--- config.mk ---
export PLATFORM = sky130hd
export DESIGN_NAME = round_timer_ctrl
export DESIGN_NICKNAME = d
export VERILOG_FILES = /design/src/rtl/round_timer_ctrl.sv
export SDC_FILE = /design/constraint.sdc
export NUM_CORES = 1
export LEC_CHECK = 0
export ABC_AREA = 1
export CAP_MARGIN = 20
export CORE_MARGIN = 1.5
export CORE_UTILIZATION = 30
export CTS_BUF_LIST = sky130_fd_sc_hd__clkbuf_4
export DETAILED_ROUTE_END_ITERATION = 8
export PLACE_DENSITY = 0.63
export SLEW_MARGIN = 20
export SYNTH_ARGS = -nofsm -noshare
export SYNTH_HDL_FRONTEND = slang
export SYNTH_SLANG_ARGS = --single-unit
--- constraint.sdc ---
create_clock -name clk -period 2.9 [get_ports clk]
set_input_delay 0.435 -clock clk [delete_from_list [all_inputs] [get_ports clk]]
set_output_delay 0.435 -clock clk [all_outputs]
set_load 0.02 [all_outputs]
--- src/rtl/round_timer_ctrl.sv ---
// rtl/round_timer_ctrl.sv - BCD round countdown timer with idle/run/pause/expired sequencing
module round_timer_ctrl #(
    parameter int TICKS_PER_SEC = 10,
    parameter int WARN_SECS     = 5
) (
    input  logic       clk,
    input  logic       reset,
    input  logic       tick_100ms,
    input  logic       load,
    input  logic [3:0] preset_tens,
    input  logic [3:0] preset_ones,
    input  logic       start,
    input  logic       stop,
    output logic [3:0] sec_tens,
    output logic [3:0] sec_ones,
    output logic [1:0] state,
    output logic       running,
    output logic       warn,
    output logic       time_up,
    output logic       expired
);

    typedef enum logic [1:0] {
        ST_IDLE    = 2'b00,
        ST_RUN     = 2'b01,
        ST_PAUSE   = 2'b10,
        ST_EXPIRED = 2'b11
    } state_t;

    localparam logic [7:0] CNT_LAST = 8'(TICKS_PER_SEC - 1);
    localparam logic [3:0] WARN_MAX = 4'(WARN_SECS);

    state_t     state_q, state_d;
    logic [3:0] tens_q, tens_d;
    logic [3:0] ones_q, ones_d;
    logic [7:0] cnt_q, cnt_d;
    logic       time_up_q, time_up_d;
    logic       expiring;

    // Non-BCD preset digits saturate at 9 rather than wrapping
    function automatic logic [3:0] clamp_bcd(input logic [3:0] d);
        return (d > 4'd9) ? 4'd9 : d;
    endfunction

    // Next-state: tick accounting in RUN, request handling elsewhere
    always_comb begin
        state_d   = state_q;
        tens_d    = tens_q;
        ones_d    = ones_q;
        cnt_d     = cnt_q;
        time_up_d = 1'b0;
        expiring  = 1'b0;
        case (state_q)
            ST_RUN: begin
                // The tick is applied before stop so an expiring tick wins over a pause
                if (tick_100ms) begin
                    if (cnt_q == CNT_LAST) begin
                        cnt_d = 8'd0;
                        if (ones_q != 4'd0) begin
                            ones_d = ones_q - 4'd1;
                        end else begin
                            ones_d = 4'd9;
                            tens_d = tens_q - 4'd1;
                        end
                        if (tens_q == 4'd0 && ones_q == 4'd1) begin
                            expiring  = 1'b1;
                            state_d   = ST_EXPIRED;
                            time_up_d = 1'b1;
                        end
                    end else begin
                        cnt_d = cnt_q + 8'd1;
                    end
                end
                if (stop && !expiring) begin
                    state_d = ST_PAUSE;
                end
            end
            default: begin
                // IDLE, PAUSE and EXPIRED: load dominates; stop is a no-op that still blocks start
                if (load) begin
                    tens_d  = clamp_bcd(preset_tens);
                    ones_d  = clamp_bcd(preset_ones);
                    cnt_d   = 8'd0;
                    state_d = ST_IDLE;
                end else if (start && !stop && state_q != ST_EXPIRED &&
                             (tens_q != 4'd0 || ones_q != 4'd0)) begin
                    state_d = ST_RUN;
                end
            end
        endcase
    end

    // State and datapath registers
    always_ff @(posedge clk or negedge reset) begin
        if (!reset) begin
            state_q   <= ST_IDLE;
            tens_q    <= 4'd0;
            ones_q    <= 4'd0;
            cnt_q     <= 8'd0;
            time_up_q <= 1'b0;
        end else begin
            state_q   <= state_d;
            tens_q    <= tens_d;
            ones_q    <= ones_d;
            cnt_q     <= cnt_d;
            time_up_q <= time_up_d;
        end
    end

    assign sec_tens = tens_q;
    assign sec_ones = ones_q;
    assign state    = state_q;
    assign running  = (state_q == ST_RUN);
    assign expired  = (state_q == ST_EXPIRED);
    assign time_up  = time_up_q;
    assign warn     = running && (tens_q == 4'd0) && (ones_q != 4'd0) && (ones_q <= WARN_MAX);

endmodule

==> results.sh <==
export IMPL_outcome="finished, final reports clean"
export IMPL_synth_seq_area_share=0.3707
export IMPL_critical_path_max_fanout=5
export IMPL_crit_reg2reg_launch="cnt_q[1]$_DFFE_PN0P_"
export IMPL_post_cts_repair_setup_buffers=0
export IMPL_start_kind="register"
export IMPL_pins_over_slew_limit=0
export IMPL_post_route_drc_count=0
export IMPL_peakVddDrop_mv=0.4037
export IMPL_drive_above_1_share=0.1139
export IMPL_vias_per_inst=4.575
export IMPL_final_setup_viol_count=0
export IMPL_area_growth_syn_to_layout_pct=27.71
export IMPL_post_dr_wirelength_cell_um=11.07
export IMPL_yosys_cell_types_count=27
export IMPL_top_usage_layer="met2"
export IMPL_cts_htree_levels=1
export IMPL_grt_use_met2=0.1887
export IMPL_numPortBuffers=27
export IMPL_drt_first_iter_violations=53
export IMPL_internal_power_w=0.0007545
export IMPL_core_region_area_mm2=0.004058
export IMPL_share_comb_of_total_power=0.610
export IMPL_power_w=0.001468
export IMPL_worst_clock_skew_ns=0.002437
export IMPL_drv_cap=0
export IMPL_category_of_the_most_critical_setup_path="reg -> out"
export IMPL_syn_cell_area_mm2=0.001282
export IMPL_postSynthAreaPerCell_um2=7.456
export IMPL_groute_layer_met1_usage=0.1842
export IMPL_antenna_cells=0
export IMPL_die_width_um=68.38
export IMPL_min_period_ns=2.459
export IMPL_clk_path_buf_depth=2
export IMPL_syn_num_nets=190
export IMPL_hold_fix_buffer_count_after_cts=0
export IMPL_placementRows=23
export IMPL_met3_routing_resource_usage_after_global_routing=0.03289
export IMPL_critPathArrivalTime_ns=2.02
export IMPL_finish_net_count=221
export IMPL_finalWirelength_um=2789
export IMPL_netlist_instances=172
export IMPL_detail_route_antenna_nets=0
export IMPL_drt_pre_antenna_iters=4
export IMPL_tritoncts="built"
export IMPL_dp_hpwl_um=2150
export IMPL_grt_setup_unrepaired="false"
export IMPL_clkLatencyLatePin_ns=0.30
export IMPL_grt_usage=0.1317
export IMPL_post_cts_resized_instances=0
export IMPL_grt_start_max_net_pins=20
export IMPL_worst_slew_pin_slew_ns=0.8690
export IMPL_hold_class="reg -> reg"
export IMPL_post_route_period_util=0.8479
export IMPL_dieArea_mm2=0.004676
export IMPL_layout_commonest_cell="sky130_fd_sc_hd__nand2_1"
export IMPL_crit_path_end_kind="primary output"
export IMPL_worst_slew_margin_rel=0.4189
export IMPL_logic_depth_of_the_worst_register_to_register_path=8
export IMPL_vias=1153
export IMPL_synth_seq_cells=19
export IMPL_p_leak_nw=0.7630
export IMPL_max_fclk_ghz=0.4067
export IMPL_antenna_found_initial=0
export IMPL_crit_path_start="sec_tens[0]$_DFFE_PN0P_"
export IMPL_cts_buffers_inserted=3
export IMPL_worst_hold_path_num_cells=2
export IMPL_top_level_ports=28
export IMPL_fin_tns_setup_ns=0
export IMPL_nFillCells=414
export IMPL_cts_root_buffer="sky130_fd_sc_hd__clkbuf_4"
export IMPL_power_per_cell_area_mw_per_mm2=896.1
export IMPL_yosysWarnings=0
export IMPL_report_final_hold_viol_count=0
export IMPL_routabilityCongestion=0.7672
export IMPL_holdCritStartpoint="sec_ones[3]$_DFFE_PN0P_"
export IMPL_net_switching_power_w=0.0007132
export IMPL_cp_required_ns=2.47
export IMPL_die_h_um=68.38
export IMPL_most_used_cells_in_the_layout_excluding_fill_and_tap_cells="sky130_fd_sc_hd__nand2_1 (41), sky130_fd_sc_hd__clkdlybuf4s50_1 (27), sky130_fd_sc_hd__inv_1 (23), sky130_fd_sc_hd__dfrtp_1 (19), sky130_fd_sc_hd__nand3_1 (15)"
export IMPL_path_clk_slew_ns=0.11
export IMPL_initial_standard_cell_utilization_of_the_core=0.3161
export IMPL_num_clock_sinks=19
export IMPL_first_global_vias=1005
export IMPL_p_sw_frac=0.4859
export IMPL_grt_first_pass_wirelength_um=4512
export IMPL_pwr_share_seq=0.288
export IMPL_clock_power_share=0.101
export IMPL_gr_total_overflow=0
-- critical path, cell delays in order, from the launching register on --
cell and delay [ns]:
sky130_fd_sc_hd__dfrtp_1 0.41, sky130_fd_sc_hd__inv_1 0.14, sky130_fd_sc_hd__ha_1 0.17, sky130_fd_sc_hd__nand3_1 0.12
sky130_fd_sc_hd__nor3_1 0.24, sky130_fd_sc_hd__clkdlybuf4s50_1 0.64
-- cells by family (layout without fill, tap and decap cells) --
family | count (synthesis) | in the layout | synth area share
adders and majority gates | 4 | 4 | 0.03903
AOI/OAI and AO/OA | 28 | 28 | 0.1259
and+or+nand+nor | 92 | 92 | 0.3639
DFF | 19 | 19 | 0.3707
buffers and inverters | 28 | 58 | 0.09365
xor gates and xnor gates | 1 | 1 | 0.006831
-- registers in the layout (all words and copies together), names as in the netlist --
| signal | count |
|---|---|
| time_up | 1 |
| cnt_q | 8 |
| sec_tens | 4 |
| sec_ones | 4 |
| state | 2 |
-- per-stage QoR --
step	hold WS [ns]	util	instances	cell area [um2]	worst slack, ns
2_1_floorplan	0.1394	-	172	1282	1.102
3_5_place_dp	0.5043	0.3962	248	1608	0.7761
6_report	0.5216	0.4036	252	1638	0.4411
5_1_grt	0.5881	0.4036	252	1638	0.3012
4_1_cts	0.5288	0.4036	252	1638	0.4139
3_3_place_gp	0.4961	0.3962	248	1608	0.8281
-- synth_stat cells --
library cell                n  area [um2]
sky130_fd_sc_hd__o22ai_1    3       18.77
sky130_fd_sc_hd__o21ai_2    2       17.52
sky130_fd_sc_hd__nand2_2    2       12.51
sky130_fd_sc_hd__nand4_1    5       31.28
sky130_fd_sc_hd__dfrtp_1   19       475.5
sky130_fd_sc_hd__buf_4      2       15.01
sky130_fd_sc_hd__ha_1       4       50.05
sky130_fd_sc_hd__nand2_4    3       33.78
sky130_fd_sc_hd__nor3_2     2       20.02
sky130_fd_sc_hd__xnor2_1    1       8.760
sky130_fd_sc_hd__inv_1     23       86.33
sky130_fd_sc_hd__nor3b_1    1       7.510
sky130_fd_sc_hd__o211ai_2   1       12.51
sky130_fd_sc_hd__nor2_4     3       33.78
sky130_fd_sc_hd__nor3_1     4       20.02
sky130_fd_sc_hd__nor2_8     1       20.02
sky130_fd_sc_hd__o21ai_1    5       25.02
sky130_fd_sc_hd__nor2_2     1       6.260
sky130_fd_sc_hd__o21ai_0   14       70.07
sky130_fd_sc_hd__inv_6      1       8.760
sky130_fd_sc_hd__nor2_1    14       52.55
sky130_fd_sc_hd__nand2_1   41       153.9
sky130_fd_sc_hd__inv_4      1       6.260
sky130_fd_sc_hd__inv_2      1       3.750
sky130_fd_sc_hd__nand3_1   15       75.07
sky130_fd_sc_hd__a22oi_1    1       7.510
sky130_fd_sc_hd__a21oi_1    2       10.01
-- path summary, 6_finish.rpt --
path                                      endpoint  slack (ns)
hold reg to reg            sec_ones[3]$_DFFE_PN0P_        0.52
max in group asynchronous  sec_tens[2]$_DFFE_PN0P_        1.76
setup reg to reg           sec_tens[1]$_DFFE_PN0P_        1.43
hold / removal             sec_ones[3]$_DFFE_PN0P_        0.52
setup / recovery                              warn        0.44
min in group asynchronous     cnt_q[6]$_DFFE_PN0P_        0.61
-- power groups by stage --
stage / clock, W / sequential [W] / combinational (W)
floorplan: 0 / 0.000496 / 0.000549
global placement: 0 / 0.000427 / 0.000903
detailed placement: 0 / 0.000431 / 0.000903
CTS: 0.000158 / 0.000425 / 0.000906
global route: 0.000169 / 0.000439 / 0.000991
finish: 0.000149 / 0.000423 / 0.000896
-- final cells by class --
type | count | area, um2 | area share
Clock buffer | 4 | 30.03 | 0.01833
Multi-Input combinational cell | 125 | 686.9 | 0.4194
Timing Repair Buffer | 28 | 277.8 | 0.1696
Inverter | 26 | 105.1 | 0.06417
Tap cell | 50 | 62.56 | 0.03820
Sequential cell | 19 | 475.5 | 0.2903
-- routing by layer --
metal,vias to the layer above,part of all wire
met4,0,0.0090
li1,619,-
met1,511,0.51
met2,21,0.44
met5,-,0
met3,2,0.042
No activity file was read; power rests on OpenSTA's default activity.
